$ cat src/rtl/sipo_pkg.sv
// Shared types and default constants for the serial-to-parallel word collector.
package sipo_pkg;

  typedef enum logic {
    HUNT   = 1'b0,
    LOCKED = 1'b1
  } state_e;

  localparam int         DEF_WIDTH     = 8;
  localparam logic [7:0] DEF_SYNC_WORD = 8'hA5;

endpackage

$ cat src/rtl/sipo_shift_reg.sv
// WIDTH-bit serial shift register with enable and selectable shift direction.
// sr_next_o is the value the register would take on the next qualified bit.
module sipo_shift_reg
  import sipo_pkg::*;
#(
  parameter int WIDTH     = DEF_WIDTH,
  parameter bit MSB_FIRST = 1'b1
) (
  input  logic             clk,
  input  logic             rst,
  input  logic             en_i,
  input  logic             bit_i,
  output logic [WIDTH-1:0] sr_o,
  output logic [WIDTH-1:0] sr_next_o
);

  logic [WIDTH-1:0] sr_q;
  logic [WIDTH-1:0] sr_d;

  generate
    if (MSB_FIRST) begin : g_msb_first
      assign sr_next_o = {sr_q[WIDTH-2:0], bit_i};
    end else begin : g_lsb_first
      assign sr_next_o = {bit_i, sr_q[WIDTH-1:1]};
    end
  endgenerate

  always_comb begin
    sr_d = sr_q;
    if (en_i) sr_d = sr_next_o;
  end

  always_ff @(posedge clk or negedge rst) begin
    if (!rst) sr_q <= '0;
    else      sr_q <= sr_d;
  end

  assign sr_o = sr_q;

endmodule

$ cat src/rtl/sipo_word_collector.sv
// Hunts for SYNC_WORD in a qualified serial stream, then assembles WIDTH-bit
// words into a one-entry valid/ready holding register with sticky overflow.
module sipo_word_collector
  import sipo_pkg::*;
#(
  parameter int               WIDTH     = DEF_WIDTH,
  parameter logic [WIDTH-1:0] SYNC_WORD = DEF_SYNC_WORD,
  parameter bit               MSB_FIRST = 1'b1
) (
  input  logic                     clk,
  input  logic                     rst,
  input  logic                     bit_in,
  input  logic                     bit_en,
  input  logic                     resync,
  input  logic                     word_ready,
  input  logic                     clr_ovf,
  output logic [WIDTH-1:0]         word_out,
  output logic                     word_valid,
  output logic                     locked,
  output logic                     overflow,
  output logic [$clog2(WIDTH)-1:0] bit_cnt
);

  localparam int CNT_W  = $clog2(WIDTH);
  localparam int FILL_W = $clog2(WIDTH + 1);
  localparam logic [CNT_W-1:0]  CNT_LAST = CNT_W'(WIDTH - 1);
  localparam logic [FILL_W-1:0] FILL_MAX = FILL_W'(WIDTH);

  state_e            state_q, state_d;
  logic [FILL_W-1:0] fill_q, fill_d, fill_inc;
  logic [CNT_W-1:0]  bit_cnt_q, bit_cnt_d;
  logic [WIDTH-1:0]  word_q, word_d;
  logic              valid_q, valid_d;
  logic              ovf_q, ovf_d;
  logic              word_done;
  logic              shift_en;
  logic [WIDTH-1:0]  sr_cur;
  logic [WIDTH-1:0]  sr_next;

  // resync wins over bit_en: the bit presented alongside it is discarded.
  assign shift_en = bit_en & ~resync;

  sipo_shift_reg #(
    .WIDTH     (WIDTH),
    .MSB_FIRST (MSB_FIRST)
  ) u_shift (
    .clk       (clk),
    .rst       (rst),
    .en_i      (shift_en),
    .bit_i     (bit_in),
    .sr_o      (sr_cur),
    .sr_next_o (sr_next)
  );

  assign fill_inc = (fill_q == FILL_MAX) ? fill_q : fill_q + FILL_W'(1);

  always_comb begin
    state_d   = state_q;
    fill_d    = fill_q;
    bit_cnt_d = bit_cnt_q;
    word_d    = word_q;
    valid_d   = valid_q;
    ovf_d     = ovf_q;
    word_done = 1'b0;

    if (resync) begin
      state_d   = HUNT;
      fill_d    = '0;
      bit_cnt_d = '0;
    end else if (bit_en) begin
      case (state_q)
        HUNT: begin
          fill_d = fill_inc;
          // The fill guard stops an all-zero SYNC_WORD matching the reset state.
          if (fill_inc == FILL_MAX && sr_next == SYNC_WORD) begin
            state_d   = LOCKED;
            bit_cnt_d = '0;
          end
        end
        LOCKED: begin
          if (bit_cnt_q == CNT_LAST) begin
            bit_cnt_d = '0;
            word_done = 1'b1;
          end else begin
            bit_cnt_d = bit_cnt_q + CNT_W'(1);
          end
        end
        default: state_d = HUNT;
      endcase
    end

    if (clr_ovf) ovf_d = 1'b0;

    if (word_done) begin
      if (!valid_q || word_ready) begin
        word_d  = sr_next;
        valid_d = 1'b1;
      end else begin
        ovf_d = 1'b1;
      end
    end else if (valid_q && word_ready) begin
      valid_d = 1'b0;
    end
  end

  always_ff @(posedge clk or negedge rst) begin
    if (!rst) begin
      state_q   <= HUNT;
      fill_q    <= '0;
      bit_cnt_q <= '0;
      word_q    <= '0;
      valid_q   <= 1'b0;
      ovf_q     <= 1'b0;
    end else begin
      state_q   <= state_d;
      fill_q    <= fill_d;
      bit_cnt_q <= bit_cnt_d;
      word_q    <= word_d;
      valid_q   <= valid_d;
      ovf_q     <= ovf_d;
    end
  end

  assign word_out   = word_q;
  assign word_valid = valid_q;
  assign locked     = (state_q == LOCKED);
  assign overflow   = ovf_q;
  assign bit_cnt    = bit_cnt_q;

endmodule

$ cat config.mk
export PLATFORM = sky130hd
export DESIGN_NAME = sipo_word_collector
export DESIGN_NICKNAME = d
export VERILOG_FILES = /design/src/rtl/sipo_pkg.sv /design/src/rtl/sipo_shift_reg.sv /design/src/rtl/sipo_word_collector.sv
export SDC_FILE = /design/constraint.sdc
export NUM_CORES = 1
export LEC_CHECK = 0
export CORE_ASPECT_RATIO = 1.75
export CORE_MARGIN = 10
export CORE_UTILIZATION = 56
export DETAILED_ROUTE_END_ITERATION = 7
export PLACE_DENSITY = 0.83
export SLEW_MARGIN = 20
export SYNTH_ARGS = -nofsm -noshare
export SYNTH_HDL_FRONTEND = slang
export SYNTH_HIERARCHICAL = 1
export SYNTH_SLANG_ARGS = --single-unit
$ cat constraint.sdc
create_clock -name clk -period 4.8 [get_ports clk]
set_input_delay 1.2 -clock clk [delete_from_list [all_inputs] [get_ports clk]]
set_output_delay 1.2 -clock clk [all_outputs]
set_load 0.01 [all_outputs]
==> impl_metrics.env, run 1 <==
export IMPL_final_hold_violation_count=0
export IMPL_place_hpwl_um=1805
export IMPL_grt_usage=0.1088
export IMPL_clk_pin_slew_ns=0.13
export IMPL_initial_utilization=0.5819
export IMPL_p_seq_frac=0.620
export IMPL_ir_drop_mv=0.1940
export IMPL_antenna_found_initial=0
export IMPL_grt_pass1_wl_um=4015
export IMPL_post_drt_wl_per_cell_um=16.27
export IMPL_insertion_delay_ns=0.32
export IMPL_ff2ff_setup_slack_ns=2.82
export IMPL_core_rowCount=22
export IMPL_ctsResizeCount=0
export IMPL_timing_fmax_mhz=348.8
export IMPL_path_max_fanout=11
export IMPL_slew_viol_final=0
export IMPL_slowest_delay_ns=0.59
export IMPL_synthCells=99
export IMPL_drive_above_1_share=0.1849
export IMPL_yosys_warnings=6
export IMPL_core_um2=2092
export IMPL_viasPerCell=5.622
export IMPL_tns_ns=0
export IMPL_critPathCapture="word_out[0]$_DFFE_PN0P_"
export IMPL_cts_buffers=3
export IMPL_clock_sinks=25
export IMPL_antenna_left=0
export IMPL_relSlewSlack=0.3621
export IMPL_ios=21
export IMPL_die_h_um=81.68
export IMPL_grt_setup_unrepaired="false"
export IMPL_holdBufCountCts=0
export IMPL_crit_path_end_kind="flop"
export IMPL_htreeDepth=1
export IMPL_critPathLaunchType="input port"
export IMPL_r2r_cells=5
export IMPL_power_frac_clock=0.220
export IMPL_holdWs_ns=0.5287
export IMPL_min_period_ns=2.867
export IMPL_fin_skew_ns=0.004650
export IMPL_antenna_cells=0
export IMPL_die_w_um=55.25
export IMPL_path_cells="clkdlybuf4s50_1 -> inv_1 -> nand4_1 -> nor2b_1 -> mux2_2"
export IMPL_grt_max_degree=26
export IMPL_vias=804
export IMPL_hold_path_class="reg -> reg"
export IMPL_p_int_uw=312.0
export IMPL_detailedPlace_worstSlack_ns=1.605
export IMPL_p_sw_uw=112.0
export IMPL_status="finished clean"
export IMPL_power_share_combinational=0.161
export IMPL_regToRegEndpoint="word_out[0]$_DFFE_PN0P_"
export IMPL_path_class="in -> reg"
export IMPL_critical_path_startpoint="resync"
export IMPL_critPathArrivalTime_ns=3.08
export IMPL_timing_max_cap_violations=0
export IMPL_worst_slack_ns=1.933
export IMPL_syn_area_um2=1217
export IMPL_cts_buffer_depth=2
export IMPL_post_cts_buffers=0
export IMPL_crit_path_top_delay_cell="clkdlybuf4s50_1"
export IMPL_leakage_uw=0.0006537
export IMPL_io_buffers=20
export IMPL_overflow=0
export IMPL_cp_top_family="buffers and inverters"
export IMPL_drc_errors=0
export IMPL_area_growth_pct=18.40
export IMPL_num_nets_final=131
export IMPL_tightest_slew_ns=0.9548
export IMPL_final_setup_viol_count=0
export IMPL_swShare=0.2642
export IMPL_first_pass_iters=3
export IMPL_syn_nets=110
export IMPL_period_share=0.5973
export IMPL_crit_required_ns=5.01
export IMPL_wl_um=2327
export IMPL_gp_congestion=0.7587
export IMPL_cp_depth=5
export IMPL_cts_tree="done"
export IMPL_die_area_um2=4512
export IMPL_worst_path_buf_inv=2
export IMPL_p_per_area_nw_per_um2=294.2
export IMPL_r2r_start="bit_cnt[0]$_DFFE_PN0P_"
export IMPL_syn_area_per_cell_um2=12.30
export IMPL_drtIter0Drc=23
export IMPL_root_buffer="clkbuf_4"
export IMPL_grt_pass1_vias=866
through the flow:
stage / total power [uW] / cells / utilization / area [um2]
global placement: 329.0 / 139 / 0.6788 / 1420
detailed placement: 335.1 / 139 / 0.6788 / 1420
CTS: 427.4 / 143 / 0.6914 / 1446
global route: 446.2 / 143 / 0.6890 / 1441
finish: 424.0 / 143 / 0.6890 / 1441
floorplan: 310.2 / 99 / - / 1217
placed cells by master (no fill, tap or decap), types with 2 or more instances in the layout:
cell / instances
a21oi_1: 3
clkbuf_4: 3
clkdlybuf4s50_1: 19
dfrtp_1: 25
ha_1: 4
inv_1: 4
mux2_2: 8
mux2_4: 7
nand2_1: 6
nand2b_1: 2
nand3_1: 2
nand4_1: 2
nor2_1: 9
nor2b_1: 4
o21ai_0: 2
xor2_1: 2
worst reg2reg max path, stage by stage (launching register included):
cell     delay, ns
dfrtp_1       0.42
ha_1          0.16
ha_1          0.19
nand4_1       0.14
nor2b_1       0.56
mux2_2        0.41
power by group through the flow:
stage	Clock [uW]	Combinational, uW	Sequential, uW
detailed placement	0	69.8	265
CTS	95.8	69.7	262
global placement	0	65.6	263
floorplan	0	54.5	256
global route	105	73.8	267
finish	93.1	68.2	263
layout make-up:
cell class | count | area, um2
inverters | 4 | 15.01
flip-flops and latches | 25 | 625.6
repair buffers | 20 | 195.2
well taps | 24 | 30.03
fillers | 177 | 650.6
multi-input cells | 66 | 549.3
clock buffers | 4 | 26.28
state kept, by name, indices dropped and copies added, names as in the netlist:
| name | cells |
|---|---|
| bit_cnt | 3 |
| fill_q | 4 |
| locked | 1 |
| overflow | 1 |
| u_shift/sr_o | 7 |
| word_out | 8 |
| word_valid | 1 |
worst min path at each step:
| stage | start | to | slack [ns] | depth (start not counted) |
|---|---|---|---|---|
| 4_1_cts | word_out[2]$_DFFE_PN0P_ | word_out[2]$_DFFE_PN0P_ | 0.53 | 1 |
| 6_report | word_out[7]$_DFFE_PN0P_ | word_out[7]$_DFFE_PN0P_ | 0.53 | 1 |
| 3_5_place_dp | word_out[2]$_DFFE_PN0P_ | word_out[2]$_DFFE_PN0P_ | 0.50 | 1 |
| 3_3_place_gp | word_out[5]$_DFFE_PN0P_ | word_out[5]$_DFFE_PN0P_ | 0.49 | 1 |
| 2_1_floorplan | u_shift/sr_o[6]$_DFFE_PN0P_ | u_shift/sr_o[6]$_DFFE_PN0P_ | 0.49 | 1 |
| 5_1_grt | word_out[7]$_DFFE_PN0P_ | word_out[7]$_DFFE_PN0P_ | 0.55 | 1 |
routing by layer:
layer	GRT usage	up-vias	share of wire
met1	0.1079	397	0.40
met4	0.07426	0	0.021
met5	0	-	0
met3	0.02932	4	0.042
met2	0.1948	13	0.54
li1	-	390	-
(Power assumes the default switching activity.)
==> run 2, diff against run 1 <==
--- a/config.mk
+++ b/config.mk
@@ -7,9 +7,9 @@
 export LEC_CHECK = 0
 export CORE_ASPECT_RATIO = 1.75
 export CORE_MARGIN = 10
-export CORE_UTILIZATION = 56
+export CORE_UTILIZATION = 52
 export DETAILED_ROUTE_END_ITERATION = 7
-export PLACE_DENSITY = 0.83
+export PLACE_DENSITY = 0.78
 export SLEW_MARGIN = 20
 export SYNTH_ARGS = -nofsm -noshare
 export SYNTH_HDL_FRONTEND = slang
==> constraint.sdc (replaced) <==
create_clock -name clk -period 2.9 [get_ports clk]
set_input_delay 0.725 -clock clk [delete_from_list [all_inputs] [get_ports clk]]
set_output_delay 0.725 -clock clk [all_outputs]
set_load 0.01 [all_outputs]
==> run 2 against run 1 <==
Compared with the run above: flip-flop and latch count unchanged; power grew 78%; final cell count grew 3.5%; global-route usage shrank 0.17 points; combinational power rose by 72%.
==> impl_metrics.env, run 2 (synthesized netlist as in run 1, its figures left out) <==
export IMPL_drc_errors=0
export IMPL_insertion_delay_ns=0.27
export IMPL_wl_um=2516
export IMPL_ios=21
export IMPL_viasPerCell=5.635
export IMPL_fin_skew_ns=0.009965
export IMPL_hold_depth=1
export IMPL_power_frac_clock=0.269
export IMPL_crit_path_end_kind="output pin"
export IMPL_tightest_slew_ns=0.4218
export IMPL_mostFrequentLayoutCells="dfrtp_1 (25), clkdlybuf4s50_1 (20), nor2_1 (9), mux2_2 (8), mux2_4 (7)"
export IMPL_io_buffers=20
export IMPL_ir_drop_mv=0.4749
export IMPL_critPathLaunchType="flop"
export IMPL_power_share_combinational=0.155
export IMPL_initial_utilization=0.5355
export IMPL_overflow=0
export IMPL_clock_sinks=25
export IMPL_core_rowCount=23
export IMPL_timing_max_cap_violations=0
export IMPL_r2r_cells=5
export IMPL_cp_top_family="buffers and inverters"
export IMPL_cts_buffers=3
export IMPL_timing_fmax_mhz=481.9
export IMPL_grt_setup_unrepaired="false"
export IMPL_drive_above_1_share=0.2033
export IMPL_final_common_cell="dfrtp_1"
export IMPL_grt_max_degree=26
export IMPL_post_drt_wl_per_cell_um=17.00
export IMPL_tns_ns=0
export IMPL_crit_path_top_delay_cell="clkdlybuf4s50_1"
export IMPL_cts_buffer_depth=2
export IMPL_clk_pin_slew_ns=0.09
export IMPL_p_per_area_nw_per_um2=504.9
export IMPL_place_hpwl_um=1884
export IMPL_status="finished clean"
export IMPL_core_um2=2273
export IMPL_drtIter0Drc=22
export IMPL_grt_pass1_vias=891
export IMPL_swShare=0.2537
export IMPL_die_w_um=56.58
export IMPL_path_cells="clkdlybuf4s50_1"
export IMPL_gp_congestion=0.7878
export IMPL_antenna_found_initial=0
export IMPL_crit_required_ns=2.17
export IMPL_die_area_um2=4753
export IMPL_antenna_cells=0
export IMPL_final_hold_violation_count=0
export IMPL_report_power_total_uw=755.6
export IMPL_critical_path_startpoint="locked$_DFFE_PN0P_"
export IMPL_htreeDepth=1
export IMPL_num_nets_final=135
export IMPL_vias=834
export IMPL_largest_reg_flops=8
export IMPL_hp_start="word_out[2]$_DFFE_PN0P_"
export IMPL_grt_usage=0.1071
export IMPL_path_class="reg -> out"
export IMPL_hold_path_class="reg -> reg"
export IMPL_final_setup_viol_count=0
export IMPL_r2r_start="fill_q[0]$_DFFE_PN0P_"
export IMPL_cts_tree="done"
export IMPL_p_seq_frac=0.575
export IMPL_p_int_uw=563.9
export IMPL_grt_pass1_wl_um=4271
export IMPL_relSlewSlack=0.7182
export IMPL_antenna_left=0
export IMPL_path_max_fanout=8
export IMPL_area_growth_pct=22.92
export IMPL_root_buffer="clkbuf_8"
export IMPL_slowest_delay_ns=0.59
export IMPL_cp_depth=1
export IMPL_die_h_um=84.01
export IMPL_slew_viol_final=0
export IMPL_ctsResizeCount=0
export IMPL_period_share=0.7156
export IMPL_critPathArrivalTime_ns=1.35
export IMPL_first_pass_iters=4
export IMPL_p_sw_uw=191.7
export IMPL_post_cts_buffers=0
export IMPL_leakage_uw=0.0006816
export IMPL_min_period_ns=2.075
export IMPL_worst_path_buf_inv=1
export IMPL_holdBufCountCts=0
run 2: power by group through the flow:
stage	Sequential (uW)	Combinational [uW]	Clock (uW)
2_1_floorplan	423	90.2	0
3_3_place_gp	436	112	0
3_5_place_dp	439	117	0
4_1_cts	433	118	207
5_1_grt	442	128	225
6_report	435	117	203
run 2: stage by stage:
stage                     worst slack [ns]  utilization  area [um2]  std cells  hold WS, ns
after detailed placement            0.6420       0.6384        1451        144       0.4988
after CTS                           0.8230       0.6582        1496        148       0.5186
final                               0.8248       0.6582        1496        148       0.5145
after global placement              0.6649       0.6384        1451        144       0.4935
after floorplan                      1.207            -        1217         99       0.4294
after global routing                0.7593       0.6582        1496        148       0.5327
run 2: final cells by class:
type                            instances  area [um2]
Clock buffer                            4       45.04
Fill cell                             175       777.0
Inverter                                4       15.01
Multi-Input combinational cell         66       549.3
Sequential cell                        25       625.6
Tap cell                               25       31.28
Timing Repair Buffer                   24       230.2
run 2: final timing paths:
kind | endpoint | slack (ns)
min | word_out[2]$_DFFE_PN0P_ | 0.51
min in group asynchronous | word_out[5]$_DFFE_PN0P_ | 0.81
min reg2reg | word_out[2]$_DFFE_PN0P_ | 0.51
max reg2reg | bit_cnt[2]$_DFFE_PN0P_ | 0.95
max | locked | 0.82
max in group asynchronous | u_shift/sr_o[4]$_DFFE_PN0P_ | 1.85
run 2: layer usage:
metal	global-route usage	vias to the layer above	wire, um
li1	-	397	-
met1	0.1133	405	988
met2	0.1914	21	1393
met3	0.03201	11	90
met4	0.03516	0	44
met5	0	-	0
run 2: worst register-to-register path: stages, from the launching register on:
cell       delay [ns]
dfrtp_1          0.45
inv_1            0.10
ha_1             0.31
or3_1            0.41
a2111oi_4        0.35
o221ai_1         0.19
